**src/rtl/cmp_pkg.sv**
```systemverilog
// Shared encodings for the serial magnitude comparator: FSM states, running
// verdict codes and the verdict-to-flags mapping.
package cmp_pkg;

  typedef enum logic [1:0] {
    ST_IDLE    = 2'd0,
    ST_COMPARE = 2'd1,
    ST_DONE    = 2'd2
  } state_t;

  typedef enum logic [1:0] {
    CMP_EQ = 2'd0,
    CMP_GT = 2'd1,
    CMP_LT = 2'd2
  } verdict_t;

  // Returns {gt, eq, lt}; an unused verdict code maps to all-zero flags.
  function automatic logic [2:0] verdict_to_flags(input verdict_t v);
    logic [2:0] f;
    case (v)
      CMP_GT:  f = 3'b100;
      CMP_EQ:  f = 3'b010;
      CMP_LT:  f = 3'b001;
      default: f = 3'b000;
    endcase
    return f;
  endfunction

endpackage

```
**src/rtl/digit_cmp2.sv**
```systemverilog
// Combinational unsigned compare of one 2-bit digit pair.
module digit_cmp2 (
  input  logic [1:0] a,
  input  logic [1:0] b,
  output logic       gt,
  output logic       eq,
  output logic       lt
);

  assign gt = (a > b);
  assign eq = (a == b);
  assign lt = (a < b);

endmodule

```
**src/rtl/serial_mag_comparator.sv**
```systemverilog
// Digit-serial magnitude comparator, MSB digit first, with valid/ready on both sides.
// Define CMP_SIGNED_EN to treat operands as two's complement (sign in bit 1 of the first digit).
module serial_mag_comparator
  import cmp_pkg::*;
#(
  parameter int NUM_DIGITS = 4
) (
  input  logic       clk,
  input  logic       rst,
  input  logic       start,
  input  logic [1:0] a_digit,
  input  logic [1:0] b_digit,
  input  logic       digit_valid,
  output logic       digit_ready,
  output logic       res_valid,
  input  logic       res_ready,
  output logic       A_gt_b,
  output logic       A_eq_b,
  output logic       A_lt_b,
  output logic       busy
);

  localparam int CNT_W = (NUM_DIGITS > 1) ? $clog2(NUM_DIGITS) : 1;
  localparam logic [CNT_W-1:0] LAST_DIGIT = CNT_W'(NUM_DIGITS - 1);

  state_t           state_r, state_s;
  logic [CNT_W-1:0] cnt_r, cnt_s;
  verdict_t         verdict_r, verdict_s;
  logic [2:0]       flags_r, flags_s;
  logic             dgt_s, deq_s, dlt_s;
  verdict_t         digit_uns_s, digit_verdict_s;

  digit_cmp2 u_digit_cmp2 (
    .a  (a_digit),
    .b  (b_digit),
    .gt (dgt_s),
    .eq (deq_s),
    .lt (dlt_s)
  );

  // Encode the digit comparator outputs as a verdict code.
  always_comb begin
    digit_uns_s = CMP_EQ;
    case ({dgt_s, deq_s, dlt_s})
      3'b100:  digit_uns_s = CMP_GT;
      3'b001:  digit_uns_s = CMP_LT;
      default: digit_uns_s = CMP_EQ;
    endcase
  end

`ifdef CMP_SIGNED_EN
  // On the MSB digit, differing sign bits decide the verdict outright.
  always_comb begin
    digit_verdict_s = digit_uns_s;
    if ((cnt_r == {CNT_W{1'b0}}) && (a_digit[1] != b_digit[1])) begin
      digit_verdict_s = a_digit[1] ? CMP_LT : CMP_GT;
    end else begin
      digit_verdict_s = digit_uns_s;
    end
  end
`else
  // Unsigned build: every digit uses the plain digit verdict.
  always_comb begin
    digit_verdict_s = digit_uns_s;
  end
`endif

  // Next-state, counter, verdict and flag logic.
  always_comb begin
    state_s   = state_r;
    cnt_s     = cnt_r;
    verdict_s = verdict_r;
    flags_s   = flags_r;
    case (state_r)
      ST_IDLE: begin
        if (start) begin
          state_s   = ST_COMPARE;
          cnt_s     = {CNT_W{1'b0}};
          verdict_s = CMP_EQ;
          flags_s   = 3'b000;
        end else begin
          state_s = ST_IDLE;
        end
      end
      ST_COMPARE: begin
        if (digit_valid) begin
          // First unequal digit decides; later digits cannot overturn it.
          if (verdict_r == CMP_EQ) begin
            verdict_s = digit_verdict_s;
          end else begin
            verdict_s = verdict_r;
          end
          if (cnt_r == LAST_DIGIT) begin
            state_s = ST_DONE;
            flags_s = verdict_to_flags(verdict_s);
          end else begin
            cnt_s = cnt_r + CNT_W'(1'b1);
          end
        end else begin
          state_s = ST_COMPARE;
        end
      end
      ST_DONE: begin
        if (res_ready) begin
          state_s = ST_IDLE;
          flags_s = 3'b000;
        end else begin
          state_s = ST_DONE;
        end
      end
      default: begin
        state_s   = ST_IDLE;
        cnt_s     = {CNT_W{1'b0}};
        verdict_s = CMP_EQ;
        flags_s   = 3'b000;
      end
    endcase
  end

  // State, counter, verdict and flag registers.
  always_ff @(posedge clk or posedge rst) begin
    if (rst) begin
      state_r   <= ST_IDLE;
      cnt_r     <= {CNT_W{1'b0}};
      verdict_r <= CMP_EQ;
      flags_r   <= 3'b000;
    end else begin
      state_r   <= state_s;
      cnt_r     <= cnt_s;
      verdict_r <= verdict_s;
      flags_r   <= flags_s;
    end
  end

  assign digit_ready = (state_r == ST_COMPARE);
  assign res_valid   = (state_r == ST_DONE);
  assign busy        = (state_r != ST_IDLE);
  assign A_gt_b      = flags_r[2];
  assign A_eq_b      = flags_r[1];
  assign A_lt_b      = flags_r[0];

endmodule
```
**config.mk**
```make
export PLATFORM = sky130hd
export DESIGN_NAME = serial_mag_comparator
export DESIGN_NICKNAME = d
export VERILOG_FILES = /design/src/rtl/cmp_pkg.sv /design/src/rtl/digit_cmp2.sv /design/src/rtl/serial_mag_comparator.sv
export SDC_FILE = /design/constraint.sdc
export NUM_CORES = 1
export LEC_CHECK = 0
export CAP_MARGIN = 20
export CELL_PAD_IN_SITES_DETAIL_PLACEMENT = 1
export CELL_PAD_IN_SITES_GLOBAL_PLACEMENT = 1
export CORE_MARGIN = 8
export CORE_UTILIZATION = 34
export CTS_CLUSTER_DIAMETER = 50
export CTS_CLUSTER_SIZE = 28
export DETAILED_ROUTE_END_ITERATION = 16
export PLACE_DENSITY = 0.79
export SETUP_SLACK_MARGIN = 0.1
export SLEW_MARGIN = 10
export SYNTH_ARGS = -nofsm -noshare
export SYNTH_HDL_FRONTEND = slang
export SYNTH_SLANG_ARGS = --single-unit
```
**constraint.sdc**
```tcl
create_clock -name clk -period 1.85 [get_ports clk]
set_clock_uncertainty 0.15 [all_clocks]
set_input_delay 0.2775 -clock clk [delete_from_list [all_inputs] [get_ports clk]]
set_output_delay 0.2775 -clock clk [all_outputs]
set_load 0.1 [all_outputs]
```
==> results.md, run 1 <==
* Status: finished clean
* Vias/cell at approximately 5.3
* Combinational group share of total power at 0.642
* Worst EP required at 1.42 ns
* Crit path capture type: primary output
* Finished Layout Cells at 90
* Initial Util at 0.364
* Area Overhead vs Synth at 61.0%
* Max_cap viols at 0
* Max clock buf depth at 2
* Number of synthesized register bits at 9
* Total number of vias at 473
* Avg Cell Area, Syn at around 11 um^2
* Worst Setup SP: state_r[0]$_DFFE_PP0P_
* Chip width at approximately 56 um
* Die Ht at 56.1 um
* Slowest stage delay, CP at between 0.4 and 0.5 ns
* Top post-synthesis cells by area: dfrtp_1 (41%), ha_1 (6.8%), a32o_1 (5.5%)
* Area share of the largest cell type after synthesis at 0.411
* Synthesized instance count at 52
* CTS Buf Count at 3
* IO Pins at 15
* Core Box Area at roughly 1500 um^2
* Achievable frequency at a little under 0.6 GHz
* Critical path's top delay family: flip-flops
* Initial antenna violation count at 0
* Post-synthesis sequential area ratio at 0.411
* Reg2reg start: cnt_r[0]$_DFFE_PP0P_
* Most common cell after layout, fill and taps aside: dfrtp_1
* Critical-path maximum fanout at 7
* Setup TNS at 0 ns
* # setup viols final at 0
* RSZ-0062 raised after global routing: false
* Row cnt at 14
* WL/cell at roughly 15 um
* Flop pwr share at 0.256
* Path type of the worst min-delay path: input pin to asynchronous set/reset pin
* Nets at 87
* Fin area at a little under 900 um^2
* Post-synth cell types at 25
* PD cells at approximately 1700 nW/um^2
* Crit Path Category: flop to primary output
* Cells along the critical path: or2b_1 > inv_1 > buf_12
* Most frequent cells in the layout: dfrtp_1 (8), buf_12 (7), nand2_1 (5)
* P_leak at between 0.4 and 0.5 nW
* Cell Int Power at 0.000754 W
* CTS H-tree depth at 1
* Vias in the first global route at roughly 530
* ANT nets after route at 0
* DRC viols at 0
* Total global routing track utilization at 0.0858
* Cell Area, Synth at between 500 and 600 um^2
* N_diodes at 0
* Sw Ratio at 0.490
* Fin. Hold Viols at 0
* First-pass GRT wire length at between 2 and 2.5 mm
* Initial DRC count at 5
* Worst slew pin tran at 0.337 ns
* Clock power frac at 0.102
* Root Driver: clkbuf_4
* Yosys warns at 0
* Clk sink count at 9
* CTS tree: done
* Startpoint Class: flop
* Final period util at 0.911
* I/O Buffers at 14
* Post-Place Cell Area at between 700 and 800 um^2
* Slew margin rel. at 0.775
* Total power at roughly 0.0015 W
* Gr ovfl total at 0
* Mapped Nets at 64
* Max IR drop VDD at slightly above 0.0009 V
* Final WL at between 1 and 1.5 mm
* R2R setup slack at approximately 0.35 ns
* First-pass iteration count of the detailed router at 2
* Period minus WS final at about 1.7 ns
* Skew-Pair Late Insertion Delay at ~0.26 ns
* CP arrival at 1.26 ns
* Largest net degree at the start of global routing at 10
* Die area at approximately 3200 um^2
* Slew Limit Fails at 0
* Routability Congestion at a little under 0.7
* Slowest stage cell, crit path: dfrtp_2
* Clock transition at path regs at ~0.060 ns
* Detail Placement HPWL at about 1 mm
* Inst Count DP at 84
* Sw power at between 0.0007 and 0.0008 W
* Fraction of layout cells with a size suffix above 1 at 0.405
* Buffers plus inverters on the worst setup path at 2
* Cell type with the largest total area after synthesis: dfrtp_1
* Fill cell count at between 150 and 200
-- cells by family (layout without fill, tap and decap cells) --
family | after synthesis | count (layout) | synth area share
buffers and inverters | 6 | 28 | 0.0479
AOI/OAI and AO/OA | 16 | 16 | 0.272
DFF | 9 | 9 | 0.411
and+or+nand+nor | 18 | 18 | 0.201
adders and majority gates | 3 | 3 | 0.0685
-- layer usage --
metal  vias to the layer above  GRT usage  wire length, um  part of all wire
met5                         -          0                0                 0
met1                       229     0.0773              545              0.41
li1                        232          -                -                 -
met2                        10      0.147              681              0.51
met3                         2     0.0525               96             0.072
met4                         0     0.0412               15             0.011
-- cell usage after synthesis (all sizes together) --
cell,instances
dfrtp,9
a32o,3
and2,2
o41ai,1
nor2,2
o31ai,1
nor3,1
inv,5
o32ai,1
a21oi,1
nand2,5
or2b,1
or2,1
o22ai,2
buf,1
nor2b,3
a211oi,2
ha,3
o21ai,4
nand2b,3
a22o,1
-- through the flow --
stage	worst slack, ns	utilization	hold slack [ns]
floorplan	0.108	-	-0.0446
global placement	-0.189	0.520	0.330
detailed placement	-0.228	0.520	0.353
CTS	0.115	0.550	0.141
global route	0.107	0.586	0.156
finish	0.165	0.586	0.135
-- worst register-to-register path: stages, from the launching register on --
cell	delay, ns
dfrtp_1	0.39
ha_1	0.21
and2_1	0.19
nand2_1	0.15
nor3_2	0.07
a22o_2	0.22
-- layout make-up --
class / instances / area, um^2 / area share
Clock buffer: 4 / 26.3 / 0.0298
Inverter: 5 / 18.8 / 0.0213
Multi-Input combinational cell: 37 / 330 / 0.374
Sequential cell: 9 / 226 / 0.257
Tap cell: 16 / 20.0 / 0.0227
Timing Repair Buffer: 19 / 260 / 0.295
-- registers in the layout (all words and copies together), names as in the netlist --
register	flops
state_r	2
flags_r	3
cnt_r	2
verdict_r	2
-- power by group through the flow --
stage	Combinational, W	Clock, W	Sequential [W]
2_1_floorplan	0.000459	0	0.000498
5_1_grt	0.00100	0.000174	0.000391
3_5_place_dp	0.000884	0	0.000379
4_1_cts	0.000895	0.000157	0.000382
6_report	0.000949	0.000151	0.000378
3_3_place_gp	0.000868	0	0.000374
-- worst paths after layout --
path | to | depth (start not counted)
setup / recovery | res_valid | 3
hold / removal | flags_r[2]$_DFFE_PP0P_ | 2
setup reg to reg | flags_r[2]$_DFFE_PP0P_ | 5
hold reg to reg | cnt_r[0]$_DFFE_PP0P_ | 1
max in group asynchronous | state_r[0]$_DFFE_PP0P_ | 2
min in group clk | cnt_r[0]$_DFFE_PP0P_ | 1
-- what timing repair did --
action / CTS / global route
pin swaps: 3 / 6
resized for setup: 3 / 8
gates cloned: 0 / 0
setup endpoints to repair: 3 / 6
hold buffers: 0 / 0
setup buffers: 0 / 2
(Power assumes the default switching activity.)
==> run 2, diff against run 1 <==
ABC_AREA = 1   (was default)
CORE_UTILIZATION = 32   (was 34)
GPL_TIMING_DRIVEN = 0   (was default)
MAX_ROUTING_LAYER = met4   (was default)
==> run 2 against run 1 <==
Cell area fell by 14%. Worst setup slack improved by 0.038 ns. Total power shrank 3.9%. Maximum frequency up 2.3%. First-iteration DRC count decreased by 60%. Synthesized area grew 1.4%. Critical path depth unchanged. Global-route usage grew 0.30 points. Via count is 9.1% higher. Die area rose by 5.5%. Combinational power fell by 2.7%. Critical endpoint is now digit_ready.
==> results.md, run 2 <==
* Chip width at around 58 um
* Die area at between 3000 and 4000 um^2
* R2R cell count at 8
* Total number of vias at about 520
* Avg Cell Area, Syn at 7.51 um^2
* Cells along the critical path: nand2_1 > clkinvlp_4 > buf_8
* Fin. Hold Viols at 0
* FF/Latch Area at around 230 um^2
* Slew Limit Fails at 0
* Slowest stage cell, crit path: dfrtp_1
* Worst slew pin tran at around 0.55 ns
* Synthesized instance count at 74
* Mapped Nets at 86
* Crit Path Category: flop to primary output
* Inst Count DP at 105
* ANT nets after route at 0
* PD cells at roughly 1900 nW/um^2
* First-pass iteration count of the detailed router at 4
* First-pass GRT wire length at between 2 and 2.5 mm
* Hold-fix buffers, CTS at 0
* Gr ovfl total at 0
* CP arrival at about 1.2 ns
* Reg2reg start: cnt_r[0]$_DFFE_PP0P_
* IO Pins at 15
* Buffers plus inverters on the worst setup path at 2
* Post-CTS Setup Repair Bufs at 0
* Vias/cell at approximately 4.7
* Fraction of layout cells with a size suffix above 1 at 0.217
* Max reg flops at 3
* Most frequent cells in the layout: nand2_1 (21), inv_1 (13), dfrtp_1 (9), clkdlybuf4s50_1 (8), nand3_1 (5)
* P_leak at 0.388 nW
* Critical-path maximum fanout at 6
* Max_cap viols at 0
* Number of synthesized register bits at 9
* Area of the multi-input gates at roughly 280 um^2
* Metal3 WL at 66 um
* Count leader, synth: nand2_1
* Clock transition at path regs at roughly 0.060 ns
* Achievable frequency at just over 0.6 GHz
* Skew-Pair Late Insertion Delay at about 0.25 ns
* Finished Layout Cells at between 100 and 150
* Cell Area, Synth at between 500 and 600 um^2
* Max IR drop VDD at approximately 0.00096 V
* Met2 routed WL at 650 um
* N_diodes at 0
* Largest net degree at the start of global routing at 10
* RSZ-0062 raised after global routing: false
* Routability Congestion at just under 0.7
* Slew margin rel. at 0.635
* Most flop-heavy register: flags_r
* Initial antenna violation count at 0
* CTS Buf Count at 3
* R2r endpoint: flags_r[2]$_DFFE_PP0P_
* Die Ht at a little under 60 um
* Post-synth cell types at 18
* Main synth FF type: dfrtp_1
* Max clock buf depth at 2
* Path type of the worst min-delay path: input pin to asynchronous set/reset pin
* DRC viols at 0
* Status: finished clean
* Total power at approximately 0.0014 W
* Initial DRC count at 2
* Core Box Area at approximately 1700 um^2
* Worst EP required at 1.42 ns
* Row cnt at 15
* Root Driver: clkbuf_4
* Area Overhead vs Synth at 36.5%
* Fill cell count at approximately 220
* Top post-synthesis cells by count: nand2_1 (21), inv_1 (15), dfrtp_1 (9)
* Met1 WL at 571 um
* Post-synthesis sequential area ratio at 0.405
* # setup viols final at 0
* Top layer in use: met4
* WL/cell at about 12 um
* R2R setup slack at between 0.4 and 0.5 ns
* Final WL at between 1 and 1.5 mm
* Clk sink count at 9
* Top post-synthesis cells by area: dfrtp_1 (41%), nand2_1 (14%), inv_1 (10%)
* Period minus WS final at approximately 1.6 ns
* Post-synth EDFFs at 0
* CTS tree: done
* Detail Placement HPWL at 1.14 mm
* Yosys warns at 0
* Startpoint Class: flop
* Cell type with the largest total area after synthesis: dfrtp_1
* Async SR Flop Fraction at 1.00
* Nets at roughly 110
* Initial Util at 0.333
* Most common cell after layout, fill and taps aside: nand2_1
* Final period util at 0.890
* I/O Buffers at 14
* Slowest stage delay, CP at between 0.4 and 0.5 ns
* Crit path capture type: primary output
* Critical path's top delay family: flip-flops
* CTS H-tree depth at 1
* Total global routing track utilization at 0.0887
* Vias in the first global route at 540
* Area share of the largest cell type after synthesis at 0.405
* Final Core Density at 0.454
==> run 2: cell types whose count changed in the layout (fill, tap and decap cells not counted), moves of 3 or more <==
cell | before | now
clkdlybuf4s50_1 | 4 | 8
nor2_4 | 0 | 3
a32o_1 | 3 | 0
inv_1 | 2 | 13
nor2b_1 | 3 | 0
buf_12 | 7 | 0
dlymetal6s2s_1 | 4 | 0
nand3_1 | 0 | 5
clkdlybuf4s15_2 | 0 | 3
nand2_1 | 5 | 21
==> run 2: worst max-delay path by stage <==
stage / start / to / slack [ns] / depth (start not counted)
after floorplan: state_r[0]$_DFFE_PP0P_ / cnt_r[1]$_DFFE_PP0P_ / 0.18 / 6
after global placement: state_r[1]$_DFFE_PP0P_ / digit_ready / -0.50 / 4
after detailed placement: state_r[1]$_DFFE_PP0P_ / digit_ready / -0.50 / 4
after CTS: state_r[1]$_DFFE_PP0P_ / digit_ready / 0.06 / 4
after global routing: state_r[1]$_DFFE_PP0P_ / digit_ready / 0.14 / 4
final: state_r[0]$_DFFE_PP0P_ / digit_ready / 0.20 / 3
==> run 2: metrics by stage <==
step	setup slack (ns)	area [um^2]	setup TNS, ns	hold WS, ns
floorplan	0.177	567	0	-0.0446
global placement	-0.497	728	-1.26	0.312
detailed placement	-0.498	728	-1.35	0.318
CTS	0.0586	751	0	0.144
global route	0.141	758	0	0.197
finish	0.203	758	0	0.136
==> run 2: power breakdown <==
part           internal (W)  switching [W]  leakage (nW)
registers          0.000283      0.0000622         0.113
clock network     0.0000831      0.0000685        0.0150
logic              0.000246       0.000677         0.260
total              0.000612       0.000808         0.388
==> run 2: area by class of cell <==
cell class              instances  share of cell area
inverters                      16              0.0842
repair buffers                 14               0.190
well taps                      17              0.0281
flip-flops and latches          9               0.297
multi-input cells              49               0.366
clock buffers                   4              0.0347
==> run 2: timing repair <==
item,in CTS,in global routing
gates resized for setup,27,3
pin swaps,0,0
setup endpoints to repair,6,1
==> run 2: cell families after synthesis <==
family | count (synthesis) | share of synthesized area
buffers and inverters | 16 | 0.108
adders and majority gates | 3 | 0.0676
AOI/OAI and AO/OA | 9 | 0.106
and+or+nand+nor | 37 | 0.313
DFF | 9 | 0.405
==> run 2: per-layer routing <==
layer  global-route usage  up-vias
li1                     -      264
met1               0.0949      240
met2                0.154       10
met3               0.0243        2
met4               0.0315        0
met5                    -        -
==> run 3, diff against run 2 <==
CORE_UTILIZATION = 34   (was 32)
CTS_BUF_LIST = sky130_fd_sc_hd__clkbuf_8   (was default)
CTS_CLUSTER_DIAMETER = 150   (was 50)
PLACE_DENSITY = 0.83   (was 0.79)
==> run 3 against run 2 <==
Critical path depth increased by 1. Core utilization increased by 5.5 points. Flip-flop and latch count is the same. Critical path type unchanged. Largest cell class unchanged.
==> results.md, run 3 (synthesis gave the netlist of run 2 again) <==
* Core Box Area at roughly 1500 um^2
* N_diodes at 0
* CTS H-tree depth at 1
* Total number of vias at 535
* Worst EP required at ~1.4 ns
* Initial Util at 0.365
* Status: finished clean
* Final period util at 0.927
* Skew-Pair Late Insertion Delay at ~0.24 ns
* Cell Int Power at between 0.0006 and 0.0007 W
* Initial DRC count at 5
* Cells along the critical path: inv_1 > nand2_1 > clkinvlp_4 > buf_8
* Path type of the worst min-delay path: input pin to asynchronous set/reset pin
* Total power at 0.00153 W
* First-pass GRT wire length at 2.64 mm
* Period minus WS final at ~1.7 ns
* Initial antenna violation count at 0
* R2r endpoint: flags_r[2]$_DFFE_PP0P_
* Max clock buf depth at 2
* First-pass iteration count of the detailed router at 4
* Final worst setup slack at 0.135 ns
* Vias/cell at between 4 and 5
* Reg2reg start: cnt_r[0]$_DFFE_PP0P_
* Fin area at approximately 780 um^2
* Chip width at about 56 um
* Crit Path Category: flop to primary output
* Final WL at approximately 1.6 mm
* Most flop-heavy register: flags_r
* IO Pins at 15
* Max reg flops at 3
* Slowest stage cell, crit path: dfrtp_1
* Fraction of layout cells with a size suffix above 1 at 0.207
* Row cnt at 14
* Max_cap viols at 0
* Root Driver: clkbuf_8
* Crit path capture type: primary output
* Most common cell after layout, fill and taps aside: nand2_1
* Most frequent cells in the layout: nand2_1 (21), inv_1 (15), dfrtp_1 (9), clkdlybuf4s50_1 (8), nand3_1 (5)
* R2R cell count at 8
* WL/cell at 14.4 um
* Post-Place Worst Slack at -0.497 ns
* Hold-fix buffers, CTS at 0
* Worst slew pin tran at between 0.5 and 0.6 ns
* DRC viols at 0
* Detail Placement HPWL at ~1.2 mm
* Area of the multi-input gates at 278 um^2
* Sw Ratio at 0.559
* I/O Buffers at 14
* Flop pwr share at 0.231
* Gr ovfl total at 0
* Slew margin rel. at 0.635
* Critical-path maximum fanout at 5
* Die Ht at about 56 um
* Die area at ~3200 um^2
* Sw power at 0.000855 W
* Total global routing track utilization at 0.107
* PD cells at 1970 nW/um^2
* CTS Buf Count at 3
* Slew Limit Fails at 0
* Max IR drop VDD at about 0.0011 V
* Fill cell count at 200
* Post-Place Cell Area at 727 um^2
* Clk sink count at 9
* Nets at ~110
* Clock power frac at 0.151
* R2R setup slack at between 0.3 and 0.4 ns
* Fin. Hold Viols at 0
* Startpoint Class: flop
* Largest net degree at the start of global routing at 10
* CP arrival at between 1 and 1.5 ns
* Slowest stage delay, CP at a little under 0.4 ns
* Clock transition at path regs at ~0.05 ns
* P_leak at around 0.40 nW
* CTS tree: done
* RSZ-0062 raised after global routing: true
* Achievable frequency at 0.583 GHz
* FF/Latch Area at 225 um^2
* Combinational group share of total power at 0.618
* Setup TNS at 0 ns
* Vias in the first global route at slightly above 600
* # setup viols final at 0
* ANT nets after route at 0
* Routability Congestion at around 0.84
* Area Overhead vs Synth at 39.6%
[run 3: metal layers]
metal / global-route usage / up-vias / routed length (um)
met2: 0.196 / 10 / 821
met4: 0.0309 / 0 / 19
li1: - / 263 / -
met3: 0.0337 / 2 / 60
met5: - / - / 0
met1: 0.104 / 260 / 656
[run 3: power by group through the flow]
stage,clock network [W],registers [W],logic (W)
finish,0.000231,0.000353,0.000945
detailed placement,0,0.000350,0.000937
global placement,0,0.000345,0.000914
CTS,0.000232,0.000352,0.000937
floorplan,0,0.000566,0.000508
global route,0.000243,0.000363,0.00102
[run 3: critical path: cells and delay by family (launching register included)]
family,cells,cell delay [ns]
DFF,1,0.39
and+or+nand+nor,1,0.14
buffers and inverters,3,0.53
[run 3: worst max-delay path by stage]
stage | startpoint | to | slack [ns] | depth (start not counted)
after floorplan | state_r[0]$_DFFE_PP0P_ | cnt_r[1]$_DFFE_PP0P_ | 0.18 | 6
after global placement | state_r[1]$_DFFE_PP0P_ | digit_ready | -0.48 | 4
after detailed placement | state_r[1]$_DFFE_PP0P_ | digit_ready | -0.50 | 4
after CTS | state_r[1]$_DFFE_PP0P_ | digit_ready | 0.06 | 4
after global routing | state_r[1]$_DFFE_PP0P_ | digit_ready | 0.09 | 4
final | state_r[1]$_DFFE_PP0P_ | digit_ready | 0.14 | 4
[run 3: layout make-up]
cell class | count | share of cell area
Multi-Input combinational cell | 49 | 0.358
Clock buffer | 3 | 0.0532
Tap cell | 16 | 0.0258
Clock inverter | 1 | 0.00484
Inverter | 16 | 0.0823
Timing Repair Buffer | 14 | 0.185
Sequential cell | 9 | 0.290
[run 3: timing repair]
| action | CTS | global route |
|---|---|---|
| setup buffers | 0 | 0 |
| gates resized for setup | 26 | 3 |
| setup endpoints to repair | 6 | 2 |
[run 3: stage by stage]
step	hold WS (ns)	cells	utilization
floorplan	-0.0446	74	-
global placement	0.317	104	0.477
detailed placement	0.323	104	0.477
CTS	0.177	108	0.502
global route	0.227	108	0.509
finish	0.160	108	0.509
